--- src/rtl/ultrasonido_scheduler.sv ---
`default_nettype none
// +----------------------------------------------------------------------------+
// | ultrasonido_scheduler                                                      |
// | Round-robin shot sequencer for ultrasonic ranging controllers that share   |
// | one acoustic space: one shot at a time, timeout, quiet gap between shots.  |
// | Revision: 1.0                                                              |
// +----------------------------------------------------------------------------+
module ultrasonido_scheduler #(
    parameter int NUM_SENSORS    = 4,
    parameter int COUNT_W        = 8,
    parameter int TIMEOUT_CYCLES = 1_500_000,
    parameter int GAP_CYCLES     = 3_000_000
) (
    input  logic                             clk,
    input  logic                             rst,
    input  logic                             enable_i,
    input  logic [NUM_SENSORS-1:0]           mask_i,
    input  logic [NUM_SENSORS-1:0]           done_i,
    input  logic [NUM_SENSORS*COUNT_W-1:0]   count_i,
    input  logic [NUM_SENSORS-1:0]           detected_i,
    output logic [NUM_SENSORS-1:0]           ready_o,
    output logic [$clog2(NUM_SENSORS)-1:0]   sel_o,
    output logic                             busy_o,
    output logic                             result_valid_o,
    output logic [$clog2(NUM_SENSORS)-1:0]   result_id_o,
    output logic [COUNT_W-1:0]               result_count_o,
    output logic                             result_detected_o,
    output logic                             timeout_o,
    output logic [NUM_SENSORS-1:0]           detect_map_o,
    output logic                             frame_done_o
);

    localparam int IDX_W   = $clog2(NUM_SENSORS);
    localparam int TMR_MAX = (TIMEOUT_CYCLES > GAP_CYCLES) ? TIMEOUT_CYCLES : GAP_CYCLES;
    localparam int TMR_W   = $clog2(TMR_MAX + 1);

    localparam logic [TMR_W-1:0]       TIMEOUT_LAST = TMR_W'(TIMEOUT_CYCLES - 1);
    localparam logic [TMR_W-1:0]       GAP_LAST     = TMR_W'(GAP_CYCLES - 1);
    localparam logic [IDX_W-1:0]       LAST_IDX     = IDX_W'(NUM_SENSORS - 1);
    localparam logic [IDX_W:0]         NUM_EXT      = (IDX_W+1)'(NUM_SENSORS);
    localparam logic [NUM_SENSORS-1:0] ONE_HOT0     = NUM_SENSORS'(1);

    typedef enum logic [2:0] {
        S_IDLE    = 3'd0,
        S_SELECT  = 3'd1,
        S_START   = 3'd2,
        S_WAIT    = 3'd3,
        S_CAPTURE = 3'd4,
        S_GAP     = 3'd5
    } state_t;

    state_t                   state_q;
    logic [IDX_W-1:0]         ptr_q;
    logic [IDX_W-1:0]         sel_q;
    logic [TMR_W-1:0]         timer_q;
    logic [NUM_SENSORS-1:0]   ready_q;
    logic                     res_valid_q;
    logic [IDX_W-1:0]         res_id_q;
    logic [COUNT_W-1:0]       res_count_q;
    logic                     res_det_q;
    logic                     timeout_q;
    logic [NUM_SENSORS-1:0]   detect_map_q;
    logic                     frame_done_q;

    logic [IDX_W-1:0]         sel_d;
    logic [IDX_W:0]           cand;
    logic                     done_sel;
    logic                     det_sel;
    logic [COUNT_W-1:0]       cnt_sel;
    logic [NUM_SENSORS-1:0]   above_sel;
    logic                     frame_last;

    // Scan downward so the smallest offset from ptr_q wins.
    always_comb begin
        sel_d = ptr_q;
        cand  = '0;
        for (int i = NUM_SENSORS - 1; i >= 0; i--) begin
            cand = {1'b0, ptr_q} + (IDX_W+1)'(i);
            if (cand >= NUM_EXT) begin
                cand = cand - NUM_EXT;
            end
            if (mask_i[cand[IDX_W-1:0]]) begin
                sel_d = cand[IDX_W-1:0];
            end
        end
    end

    always_comb begin
        done_sel  = 1'b0;
        det_sel   = 1'b0;
        cnt_sel   = '0;
        above_sel = '0;
        for (int k = 0; k < NUM_SENSORS; k++) begin
            if (IDX_W'(k) == sel_q) begin
                done_sel = done_i[k];
                det_sel  = detected_i[k];
                cnt_sel  = count_i[k*COUNT_W +: COUNT_W];
            end
            if (IDX_W'(k) > sel_q) begin
                above_sel[k] = 1'b1;
            end
        end
    end

    assign frame_last = ~|(mask_i & above_sel);

    always_ff @(posedge clk) begin
        if (rst) begin
            state_q      <= S_IDLE;
            ptr_q        <= '0;
            sel_q        <= '0;
            timer_q      <= '0;
            ready_q      <= '0;
            res_valid_q  <= 1'b0;
            res_id_q     <= '0;
            res_count_q  <= '0;
            res_det_q    <= 1'b0;
            timeout_q    <= 1'b0;
            detect_map_q <= '0;
            frame_done_q <= 1'b0;
        end else begin
            ready_q      <= '0;
            res_valid_q  <= 1'b0;
            frame_done_q <= 1'b0;
            case (state_q)
                S_IDLE: begin
                    if (enable_i && (|mask_i)) begin
                        state_q <= S_SELECT;
                    end
                end
                S_SELECT: begin
                    if (|mask_i) begin
                        sel_q   <= sel_d;
                        ready_q <= ONE_HOT0 << sel_d;
                        state_q <= S_START;
                    end else begin
                        state_q <= S_IDLE;
                    end
                end
                S_START: begin
                    timer_q <= '0;
                    state_q <= S_WAIT;
                end
                S_WAIT: begin
                    timer_q <= timer_q + 1'b1;
                    // A completion landing on the timeout cycle still counts as a good shot.
                    if (done_sel || (timer_q == TIMEOUT_LAST)) begin
                        res_valid_q         <= 1'b1;
                        res_id_q            <= sel_q;
                        res_count_q         <= done_sel ? cnt_sel : '0;
                        res_det_q           <= done_sel & det_sel;
                        timeout_q           <= ~done_sel;
                        detect_map_q[sel_q] <= done_sel & det_sel;
                        state_q             <= S_CAPTURE;
                    end
                end
                S_CAPTURE: begin
                    timer_q <= '0;
                    state_q <= S_GAP;
                end
                S_GAP: begin
                    timer_q <= timer_q + 1'b1;
                    if (timer_q == GAP_LAST) begin
                        ptr_q        <= (sel_q == LAST_IDX) ? '0 : sel_q + 1'b1;
                        frame_done_q <= frame_last;
                        state_q      <= enable_i ? S_SELECT : S_IDLE;
                    end
                end
                default: begin
                    state_q <= S_IDLE;
                end
            endcase
        end
    end

    assign ready_o           = ready_q;
    assign sel_o             = sel_q;
    assign busy_o            = (state_q != S_IDLE);
    assign result_valid_o    = res_valid_q;
    assign result_id_o       = res_id_q;
    assign result_count_o    = res_count_q;
    assign result_detected_o = res_det_q;
    assign timeout_o         = timeout_q;
    assign detect_map_o      = detect_map_q;
    assign frame_done_o      = frame_done_q;

endmodule
`default_nettype wire
--- config.mk ---
export PLATFORM = sky130hd
export DESIGN_NAME = ultrasonido_scheduler
export DESIGN_NICKNAME = d
export VERILOG_FILES = /design/src/rtl/ultrasonido_scheduler.sv
export SDC_FILE = /design/constraint.sdc
export NUM_CORES = 1
export LEC_CHECK = 0
export BUFFER_PORTS_ARGS = -buffer_cell sky130_fd_sc_hd__buf_2
export CORE_MARGIN = 3
export CORE_UTILIZATION = 55
export CTS_CLUSTER_SIZE = 16
export DETAILED_ROUTE_END_ITERATION = 10
export HOLD_SLACK_MARGIN = 0.03
export PLACE_DENSITY_LB_ADDON = 0.05
export SYNTH_ARGS = -nofsm -noshare
export SYNTH_HDL_FRONTEND = slang
export SYNTH_SLANG_ARGS = --single-unit
--- constraint.sdc ---
create_clock -name clk -period 3.35 [get_ports clk]
set_input_delay 0.335 -clock clk [delete_from_list [all_inputs] [get_ports clk]]
set_output_delay 0.335 -clock clk [all_outputs]
set_load 0.02 [all_outputs]
Word level (Yosys, flattened, before mapping). Index checks and enable logic that the tools add are counted.

Flip-flop bits (word level): 51. Latch bits: 0. Memory bits (writable): 0. Bits in read-only memories: 0. Output and inout port bits: 25. Memories kept: 0.

$add $sub $neg: 9. Multipliers: 0. Divide/modulo/power cells: 0. Magnitude comparators: 14. Equal/unequal tests: 14. Shift operators: 1. Multiplexer cells: 45. Bitwise gates (word level): 8. Reduce and logical (&&, ||, !) cells: 19.

Operators by type and width (number): 22-bit one-hot mux with 2 select lines (1); 8-bit 2-to-1 mux (5); 22-bit by 1-bit adder with 22-bit output, second input constant (1); 22-bit by 21-bit == test with 1-bit output, second input constant (1); 22-bit == test, second input constant (1); 2-bit 2-to-1 mux (10); 1-bit 2-to-1 mux (19); 3-bit one-hot mux with 6 select lines (1); 2-bit by 3-bit < comparator with 1-bit output, second input constant (5); 3-bit greater-or-equal comparator, second input constant (3); 3-bit 2-to-1 mux (3); 1-bit binary-select mux with 2-bit select (4); 4-bit OR reduction (2); 2-bit by 1-bit subtractor with 2-bit output, second input constant (4); 2-bit by 2-bit adder with 3-bit output, second input constant (2); 3-bit by 2-bit == test with 1-bit output, second input constant (2); 3-bit == test, second input constant (2); 2-bit != test, second input constant (3); 1-bit NOT (6); 2-bit AND reduction (3); 2-bit OR reduction (3); 3-bit OR reduction (2); 4-bit bitwise AND (1); 4-bit bitwise mux (1); other kinds (21) (25).

Depth between registers and ports, before layout. Gate-level depths: netlist of the first run.

Depth in word-level cells: 10. Depth in mapped cells: 9.

Least setup slack after synthesis of the first run. OpenSTA, ideal clock, no wires.

Kind: reg2reg. Start point: register sel_q[0], in the netlist sel_o[0]. End point: register res_count_q[0], in the netlist result_count_o[0]. Library setup time: 70 ps. Arrival time: 2239 ps. Path slack: 1041 ps. Stages on the path, launching flop included: 9. Path buffers: 1. Clock period less this slack: 2309 ps. Cell sequence: dfxtp_1 inv_1 ha_1 a211oi_1 a211oi_1 and2_1 clkbuf_1 nor3_1 o2bb2ai_1.

Longest elaborated chain between the ends: 7. Elaborated cells between the ends (all ways): 15.

Ends and longest elaborated chain: start, declared (line 54) `logic [IDX_W-1:0] sel_q;`; start signal, assigned (line 133) `sel_q <= sel_d;`; 2-bit zero test (line 94) `if (IDX_W'(k) == sel_q) begin`; 1-bit 2-to-1 mux (4 in a row) (line 94); 1-bit logical OR (line 147) `if (done_sel || (timer_q == TIMEOUT_LAST)) begin`; 2-bit AND reduction (no source line); end signal, assigned (line 150) `res_count_q <= done_sel ? cnt_sel : '0;`; end, declared (line 59) `logic [COUNT_W-1:0] res_count_q;`.

Parallel ways exist; a longest one is shown, timed or not. A chain may end at the register's enable or synchronous reset.

Worst setup path after layout of the first run.
Start point: register sel_q[0], in the netlist sel_o[0]. End point: register res_count_q[3], in the netlist result_count_o[3].

Same word-level chain as after synthesis.

==> summary.txt, run 1 <==
Yosys
  – Synth Flop Type: dfxtp_1
  – Yosys top cell area share: 0.379
  – Synth Instances: 329
  – Synth top cells by count: dfxtp_1, nor2_1, a21oi_1
  – Post-Syn Nets: 383
  – Register area share after synthesis: 0.379
  – Synthesized flop and latch total: 51
  – Ys async rst share: 0
  – Top-count cell post-synth: dfxtp_1
  – Number of distinct library cells after synthesis: 48
  – Synth area leaders: dfxtp_1, a21oi_1, nor2_1, nor3_1, ha_1
  – Area leader, netlist: dfxtp_1
  – Syn Area/Cell: 8.18 sq um
  – Cell Area, Synth: 2690 sq um
  – Post-synth EDFFs: 0
  – Yosys Warn Count: 0

Die
  – Die area: 5770 sq um
  – Initial Utilization: 0.594
  – I/O pin count: 72
  – Die Y: 76.0 microns
  – Die width: 76.0 microns
  – FP Rows: 24
  – Core area: 4530 sq um

Timing
  – Relative slew margins: 0.480
  – Setup_tns: 0 ns
  – Setup Viol. Count Final: 0
  – Max Slew Vio Count: 0
  – Final-report hold violation count: 0
  – Clk_skew: 0.00794 ns
  – Final Cycle Share: 0.817
  – Fmax: 366 MHz
  – RSZ-0062 raised after global routing: false
  – Min Tclk post-route: 2.74 ns
  – Worst-Margin Slew: 0.775 ns

Power
  – Clk pwr share: 0.307
  – Switching power: 0.340 mW
  – VDD IR-drop max: 0.323 mV
  – Reg power frac: 0.536
  – P per Cell Area: 374 nW/um^2
  – Pint: 0.842 mW
  – Pwr Total: 1.18 mW
  – Combinational power share: 0.157
  – Sw Ratio: 0.288
  – Static Leakage: 1.21 nW

Status
  – Outcome: complete, no violations

Clock tree
  – Clock buffer count from CTS: 5
  – CTS root buf: clkbuf_8
  – CTS tree: done
  – Worst skew pair latency: 0.30 ns
  – Max clock buf depth: 2
  – Hold buffers post-CTS: 0
  – Post-CTS Setup Repair Bufs: 0
  – Post-cts gate resize count: 0
  – # clock sinks: 51
  – CTS clk-pin slew, worst paths: 0.10 ns
  – H-tree depth: 2

Critical path
  – Cells along the critical path: inv_1 -> ha_1 -> nor3b_1 -> a211oi_1 -> and2_1 -> nor3_1 -> o2bb2ai_1
  – WP data required: 3.58 ns
  – Critical path launch point: sel_o[0]
  – Critical Path End Type: flip-flop
  – Delay-heaviest family, CP: simple AND/OR/NAND/NOR gates
  – Peak per-stage delay on the critical path: 0.67 ns
  – CP bufs+invs: 1
  – Setup CP Type: flip-flop to flip-flop
  – Crit Path Max Fanout: 23
  – Launching point of the worst reg2reg path: sel_o[0]
  – Critical Path Source Type: flip-flop
  – CP max stage cell: nor3_1
  – WP data arrival: 2.97 ns

Placement
  – Area of placed instances: 3070 sq um
  – Placer Congestion: 0.849
  – Hpwl dp: 5100 microns
  – # placed instances: 449
  – I/O Buffers: 71

GRT
  – GRT Util Overall: 0.225
  – Total gr overflow: 0
  – First-pass GRT wire length: 11,000 microns
  – Largest net degree at the start of global routing: 28
  – Vias in the first global route: 2,383
  – Initial antenna violation count: 0

Drt
  – Vias per std cell: 5.78
  – Routed Antenna Nets: 0
  – Routed length per instance: 14.4 microns
  – Starting DRT DRC Count: 140
  – DRC violations left: 0
  – Vias: 2,643
  – Drt pass-1 iters: 5
  – Routed wire length: 6590 microns

Final layout
  – Final cell count without fillers: 457
  – Multi-input gate area: 1570 sq um
  – Fillers: 360
  – Antenna diodes: 0
  – Share of cells above drive strength 1: 0.219
  – Sequential cell area: 1020 sq um
  – Area growth, synth to finish: 17.6%
  – Nets: 445
  – Fin area: 3160 sq um

Min path
  – HP Class: primary input to flip-flop
  – Hold Startpoint: count_i[28]

Job
  – # Max-Cap Violations: 0
## tightest hold or removal path, stage by stage
cell and delay, ns:
buf_2 0.08, a21oi_1 0.05, o2bb2ai_1 0.12
## flip-flops by register name (all words and copies together) (netlist names)
| name | cells |
|---|---|
| result_detected_o | 1 |
| sel_o | 2 |
| ready_o | 4 |
| frame_done_o | 1 |
| timer_q | 22 |
| result_id_o | 2 |
| detect_map_o | 4 |
| state_q | 3 |
| ptr_q | 2 |
| result_valid_o | 1 |
| timeout_o | 1 |
| result_count_o | 8 |
## cells in the final DEF (no fill, tap or decap), types with 2 or more instances in the layout
cell       count
nand4b_1       2
dfxtp_1       51
o31ai_1        2
a21oi_1       25
o2bb2ai_1      8
nor3_1        21
or3_1          4
nor3b_1        3
nand3b_1       2
and3_1         4
or4_1          5
xor2_1         9
o21ai_1        5
nand4_1        9
buf_2         71
a21o_1         2
nand4bb_1      2
nand3_1       11
buf_4          2
o21ai_0        7
nand2b_1       7
nor2b_1       11
xnor2_1        8
inv_6          2
inv_1          7
a221oi_1       8
nor2_1        32
clkbuf_8       5
nor4_1         6
mux2i_1        3
a31oi_1        4
nand2_1       22
ha_1           7
a211oi_1       8
or2_1          2
## logic make-up (layout without fill, tap and decap cells)
logic type / count (synthesis) / count (layout) / share of synthesized area
buffers and inverters: 25 / 88 / 0.0358
DFF: 51 / 51 / 0.379
AOI/OAI and AO/OA: 75 / 75 / 0.181
xor gates and xnor gates: 17 / 17 / 0.0553
and+or+nand+nor: 151 / 151 / 0.305
adders and majority gates: 7 / 7 / 0.0325
muxes: 3 / 3 / 0.0112
## final cells by class
class | count | area share
multi-input combinational | 253 | 0.497
timing repair buffer | 73 | 0.117
clock buffer | 5 | 0.0217
tap | 65 | 0.0257
clock inverter | 3 | 0.00712
inverter | 7 | 0.00830
sequential | 51 | 0.323
## through the flow
| step | util | hold WS [ns] | setup slack [ns] |
|---|---|---|---|
| 2_1_floorplan | - | 0.477 | 1.04 |
| 3_3_place_gp | 0.678 | 0.447 | 0.775 |
| 3_5_place_dp | 0.678 | 0.450 | 0.684 |
| 4_1_cts | 0.698 | 0.315 | 0.640 |
| 5_1_grt | 0.698 | 0.330 | 0.357 |
| 6_report | 0.698 | 0.313 | 0.615 |
## final timing paths
kind                       end  slack [ns]  cells after the start
min reg2reg  result_count_o[6]        0.47                      1
max          result_count_o[3]        0.61                      7
min          result_count_o[4]        0.31                      3
max reg2reg  result_count_o[3]        0.61                      7
## power groups by stage
stage	Combinational [mW]	Sequential, mW	Clock [mW]
3_5_place_dp	0.186	0.648	0
6_report	0.186	0.634	0.363
2_1_floorplan	0.122	0.646	0
4_1_cts	0.186	0.633	0.366
5_1_grt	0.206	0.637	0.395
3_3_place_gp	0.183	0.647	0
## layer usage
metal	up-vias	GRT usage	wire, microns
met2	94	0.390	3190
met5	-	0	0
met3	6	0.0498	413
li1	1327	-	-
met4	0	0.0489	55
met1	1216	0.288	2930
(Power assumes the default switching activity.)
==> run 2, diff against run 1 <==
Settings changed: CORE_UTILIZATION 55 to 47.
Clock period 3.35 ns to 2.5 ns, I/O delays scaled along.
==> run 2 against run 1 <==
Net effect: critical path depth unchanged; largest cell class unchanged; first-iteration DRC count fell by 5.0%; utilization shrank 8.3 points; highest routed layer unchanged; clock-buffer cell count grew 1; sequential cell count did not move; largest power group unchanged.
==> summary.txt, run 2 (same netlist as run 1, synthesis figures left out) <==
Clock tree
  – Post-cts gate resize count: 0
  – Hold buffers post-CTS: 0
  – Post-CTS Setup Repair Bufs: 0
  – H-tree depth: 2
  – # clock sinks: 51
  – Worst skew pair latency: 0.30 ns
  – Max clock buf depth: 2
  – Clock buffer count from CTS: 5
  – CTS clk-pin slew, worst paths: 0.10 ns
  – CTS root buf: clkbuf_8
  – CTS tree: done

GRT
  – First-pass GRT wire length: 10,900 microns
  – Total gr overflow: 0
  – GRT Util Overall: 0.205
  – Largest net degree at the start of global routing: 28
  – Vias in the first global route: 2,359
  – Initial antenna violation count: 0

Drt
  – Vias per std cell: 5.55
  – Vias: 2,615
  – Routed Antenna Nets: 0
  – Routed wire length: 6890 microns
  – Routed length per instance: 14.6 microns
  – DRC violations left: 0
  – Drt pass-1 iters: 4
  – Starting DRT DRC Count: 133

Status
  – Outcome: complete, no violations

Timing
  – Clk_skew: 0.00953 ns
  – Relative slew margins: 0.563
  – Min Tclk post-route: 2.20 ns
  – Fmax: 454 MHz
  – Setup_tns: 0 ns
  – Worst-Margin Slew: 0.650 ns
  – Final Cycle Share: 0.882
  – Setup Viol. Count Final: 0
  – RSZ-0062 raised after global routing: false
  – Final-report hold violation count: 0
  – Max Slew Vio Count: 0

Die
  – Initial Utilization: 0.504
  – Die area: 6670 sq um
  – Die Y: 81.7 microns
  – I/O pin count: 72
  – Die width: 81.7 microns
  – FP Rows: 26
  – Core area: 5340 sq um

Critical path
  – Setup CP Type: flip-flop to flip-flop
  – WP data required: 2.67 ns
  – WP data arrival: 2.37 ns
  – Critical Path Source Type: flip-flop
  – Crit Path Max Fanout: 7
  – Critical Path End Type: flip-flop

Power
  – Combinational power share: 0.152
  – Pwr Total: 1.79 mW
  – Clk pwr share: 0.375
  – Sw Ratio: 0.249
  – P per Cell Area: 544 nW/um^2
  – Switching power: 0.445 mW
  – Reg power frac: 0.473
  – Static Leakage: 1.27 nW
  – Pint: 1.34 mW
  – VDD IR-drop max: 0.297 mV

Final layout
  – Share of cells above drive strength 1: 0.234
  – Commonest non-fill, non-tap cell in the layout: buf_2
  – Max FFs per register: 22
  – Area growth, synth to finish: 21.9%
  – Top reg by flops: timer_q
  – Final cell count without fillers: 471
  – Most frequent cells in the layout: buf_2, dfxtp_1, nor2_1
  – Fillers: 497
  – Nets: 454
  – Antenna diodes: 0

Placement
  – Placer Congestion: 0.872
  – # placed instances: 463
  – Hpwl dp: 5260 microns
  – I/O Buffers: 71

Job
  – # Max-Cap Violations: 0

Min path
  – HP Class: primary input to flip-flop
==> run 2: cell count changes in the layout (fill, tap and decap cells not counted), sizes merged <==
cell,change
bufinv,+2
clkbuf,+1
inv,-2
clkinv,-1
buf,+9
==> run 2: stage by stage <==
step | hold WS (ns) | area, sq um | util | setup WS [ns]
after CTS | 0.218 | 3280 | 0.615 | 0.293
after floorplan | 0.426 | 2690 | - | 0.191
after global placement | 0.442 | 3150 | 0.590 | 0.412
after detailed placement | 0.445 | 3150 | 0.590 | 0.327
final | 0.222 | 3280 | 0.615 | 0.296
after global routing | 0.233 | 3280 | 0.615 | 0.0193
==> run 2: power groups by stage <==
stage               clock, mW  combinational [mW]  sequential (mW)
floorplan                   0               0.164            0.866
global placement            0               0.267            0.861
detailed placement          0               0.270            0.862
CTS                     0.690               0.271            0.843
global route            0.715               0.303            0.847
finish                  0.670               0.271            0.844
==> run 2: layout make-up <==
cell class / instances / area (sq um) / share of cell area
clock inverter: 2 / 60.1 / 0.0183
inverter: 7 / 26.3 / 0.00801
multi-input combinational: 253 / 1570 / 0.480
sequential: 51 / 1020 / 0.311
clock buffer: 6 / 72.6 / 0.0221
timing repair buffer: 82 / 438 / 0.134
tap: 70 / 87.6 / 0.0267
==> run 2: final timing paths <==
kind                             to  slack, ns  cells after the start         startpoint
setup / recovery    detect_map_o[0]       0.30                      7           sel_o[1]
hold / removal    result_count_o[6]       0.22                      3        count_i[30]
setup reg to reg    detect_map_o[0]       0.30                      7           sel_o[1]
hold reg to reg   result_count_o[3]       0.47                      1  result_count_o[3]
==> run 2: per-layer routing <==
layer  GRT usage  vias to the layer above  wire [microns]
met1       0.271                     1205            3250
li1            -                     1343               -
met3      0.0395                        8             360
met4      0.0449                        0              61
met2       0.348                       59            3220
met5           0                        -               0
==> run 2: critical path, cell delays in order (launching register included) <==
cell,delay (ns)
dfxtp_1,0.45
inv_1,0.11
ha_1,0.22
nand3b_1,0.16
a211oi_1,0.46
nand2_1,0.26
o22ai_1,0.29
a211oi_1,0.12
==> run 3, diff against run 2 <==
Settings changed: CORE_ASPECT_RATIO from default to 0.75, GPL_TIMING_DRIVEN from default to 0.
==> run 3 against run 2 <==
Net effect: via count up 5.9%; total power fell by 3.5%; clock skew down 0.0029 ns; combinational power about the same; register-to-register slack got worse by 0.10 ns.
==> summary.txt, run 3 (same netlist as run 1, synthesis figures left out) <==
Status
  – Outcome: complete, no violations

Clock tree
  – Max clock buf depth: 2
  – CTS tree: done
  – CTS root buf: clkbuf_8
  – H-tree depth: 2
  – # clock sinks: 51
  – CTS clk-pin slew, worst paths: 0.10 ns
  – Hold buffers post-CTS: 0
  – Clock buffer count from CTS: 5
  – Worst skew pair latency: 0.31 ns
  – Post-CTS Setup Repair Bufs: 0

Critical path
  – Setup slack, reg-to-reg: 0.19 ns
  – WP data required: 2.66 ns
  – Critical Path End Type: flip-flop
  – Setup CP Type: flip-flop to flip-flop
  – WP data arrival: 2.47 ns
  – Crit Path Max Fanout: 7
  – Critical Path Source Type: flip-flop
  – Worst reg-to-reg path cell count: 6
  – Launching point of the worst reg2reg path: timer_q[2]
  – R2r endpoint: detect_map_o[3]

Timing
  – Clk_skew: 0.00668 ns
  – Fin Hold WS: 0.218 ns
  – Final-report hold violation count: 0
  – Fmax: 434 MHz
  – Worst-Margin Slew: 0.842 ns
  – RSZ-0062 raised after global routing: false
  – Final Cycle Share: 0.923
  – Min Tclk post-route: 2.31 ns
  – Setup Viol. Count Final: 0
  – Final WS setup: 0.193 ns
  – Setup_tns: 0 ns
  – Max Slew Vio Count: 0
  – Relative slew margins: 0.434

Die
  – Core area: 5440 sq um
  – I/O pin count: 72
  – Die area: 6680 sq um
  – Die Y: 71.5 microns
  – Initial Utilization: 0.495
  – Die width: 93.4 microns
  – FP Rows: 23

Final layout
  – Nets: 458
  – Fin area: 3270 sq um
  – Fin util: 0.600
  – Area growth, synth to finish: 21.3%
  – Max FFs per register: 22
  – Share of cells above drive strength 1: 0.220
  – Most frequent cells in the layout: buf_2, dfxtp_1, nor2_1
  – Final cell count without fillers: 480
  – Fillers: 518
  – Antenna diodes: 0
  – Top reg by flops: timer_q
  – Commonest non-fill, non-tap cell in the layout: buf_2

Drt
  – Routed Antenna Nets: 0
  – Routed wire length: 7510 microns
  – Routed length per instance: 15.6 microns
  – Vias: 2,769
  – Starting DRT DRC Count: 221
  – Drt pass-1 iters: 5
  – Vias per std cell: 5.77
  – DRC violations left: 0

Placement
  – # placed instances: 474
  – Dpl ws: -0.309 ns
  – Hpwl dp: 5590 microns
  – Placer Congestion: 0.874
  – I/O Buffers: 70
  – Area of placed instances: 3140 sq um

Power
  – Pwr Total: 1.72 mW
  – Static Leakage: 1.24 nW
  – VDD IR-drop max: 0.248 mV
  – P per Cell Area: 527 nW/um^2

Job
  – # Max-Cap Violations: 0

GRT
  – GRT Util Overall: 0.228
  – Initial antenna violation count: 0
  – First-pass GRT wire length: 12,200 microns
  – Vias in the first global route: 2,421
  – Largest net degree at the start of global routing: 16
  – Total gr overflow: 0

Min path
  – HP Class: primary input to flip-flop
  – WHS Endpoint: result_count_o[0]
  – Hold path cells: 3
  – Hold Startpoint: count_i[24]
-- run 3: cell types whose count changed in the layout (fill, tap and decap cells not counted), sizes merged --
cell and change:
bufinv -1, clkbuf +13, buf -9, clkinv +1
-- run 3: metal layers --
layer / up-vias / share of wire / track usage
li1: 1354 / - / -
met1: 1282 / 0.51 / 0.361
met2: 121 / 0.41 / 0.303
met3: 12 / 0.075 / 0.0577
met4: 0 / 0.013 / 0.0553
met5: - / 0 / 0
-- run 3: worst max path at each step --
stage                           from                end  slack, ns  cells past startpoint
after global routing      timer_q[2]    detect_map_o[3]       0.04                      6
after CTS                   sel_o[1]  result_count_o[6]       0.09                      8
after detailed placement    sel_o[1]  result_count_o[2]      -0.31                      8
after floorplan             sel_o[0]  result_count_o[0]       0.19                      8
after global placement      sel_o[1]  result_count_o[3]      -0.25                      8
final                     timer_q[2]    detect_map_o[3]       0.19                      6
-- run 3: timing repair --
item                                    4_1_cts  5_1_grt
gates resized for setup                       3        4
cloned                                        0        0
endpoints found under the setup margin        9       12
-- run 3: critical path, cell delays in order (launching register included) --
cell      delay [ns]
dfxtp_1         0.32
clkbuf_1        0.27
nand4_1         0.15
or4_1           0.54
nor4_1          0.57
o21bai_1        0.20
a311oi_1        0.10
-- run 3: cell type report --
cell class / count / area, sq um / share of cell area
timing repair buffer: 70 / 350 / 0.107
clock inverter: 2 / 35.0 / 0.0107
multi-input combinational: 253 / 1590 / 0.488
clock buffer: 6 / 82.6 / 0.0253
buffer: 16 / 63.8 / 0.0195
tap: 75 / 93.8 / 0.0287
inverter: 7 / 26.3 / 0.00805
sequential: 51 / 1020 / 0.313
-- run 3: where the power goes --
group | internal [mW] | switching (mW) | leakage (nW)
logic | 0.107 | 0.166 | 0.766
registers | 0.827 | 0.0159 | 0.411
clock network | 0.324 | 0.282 | 0.0612
total | 1.26 | 0.464 | 1.24
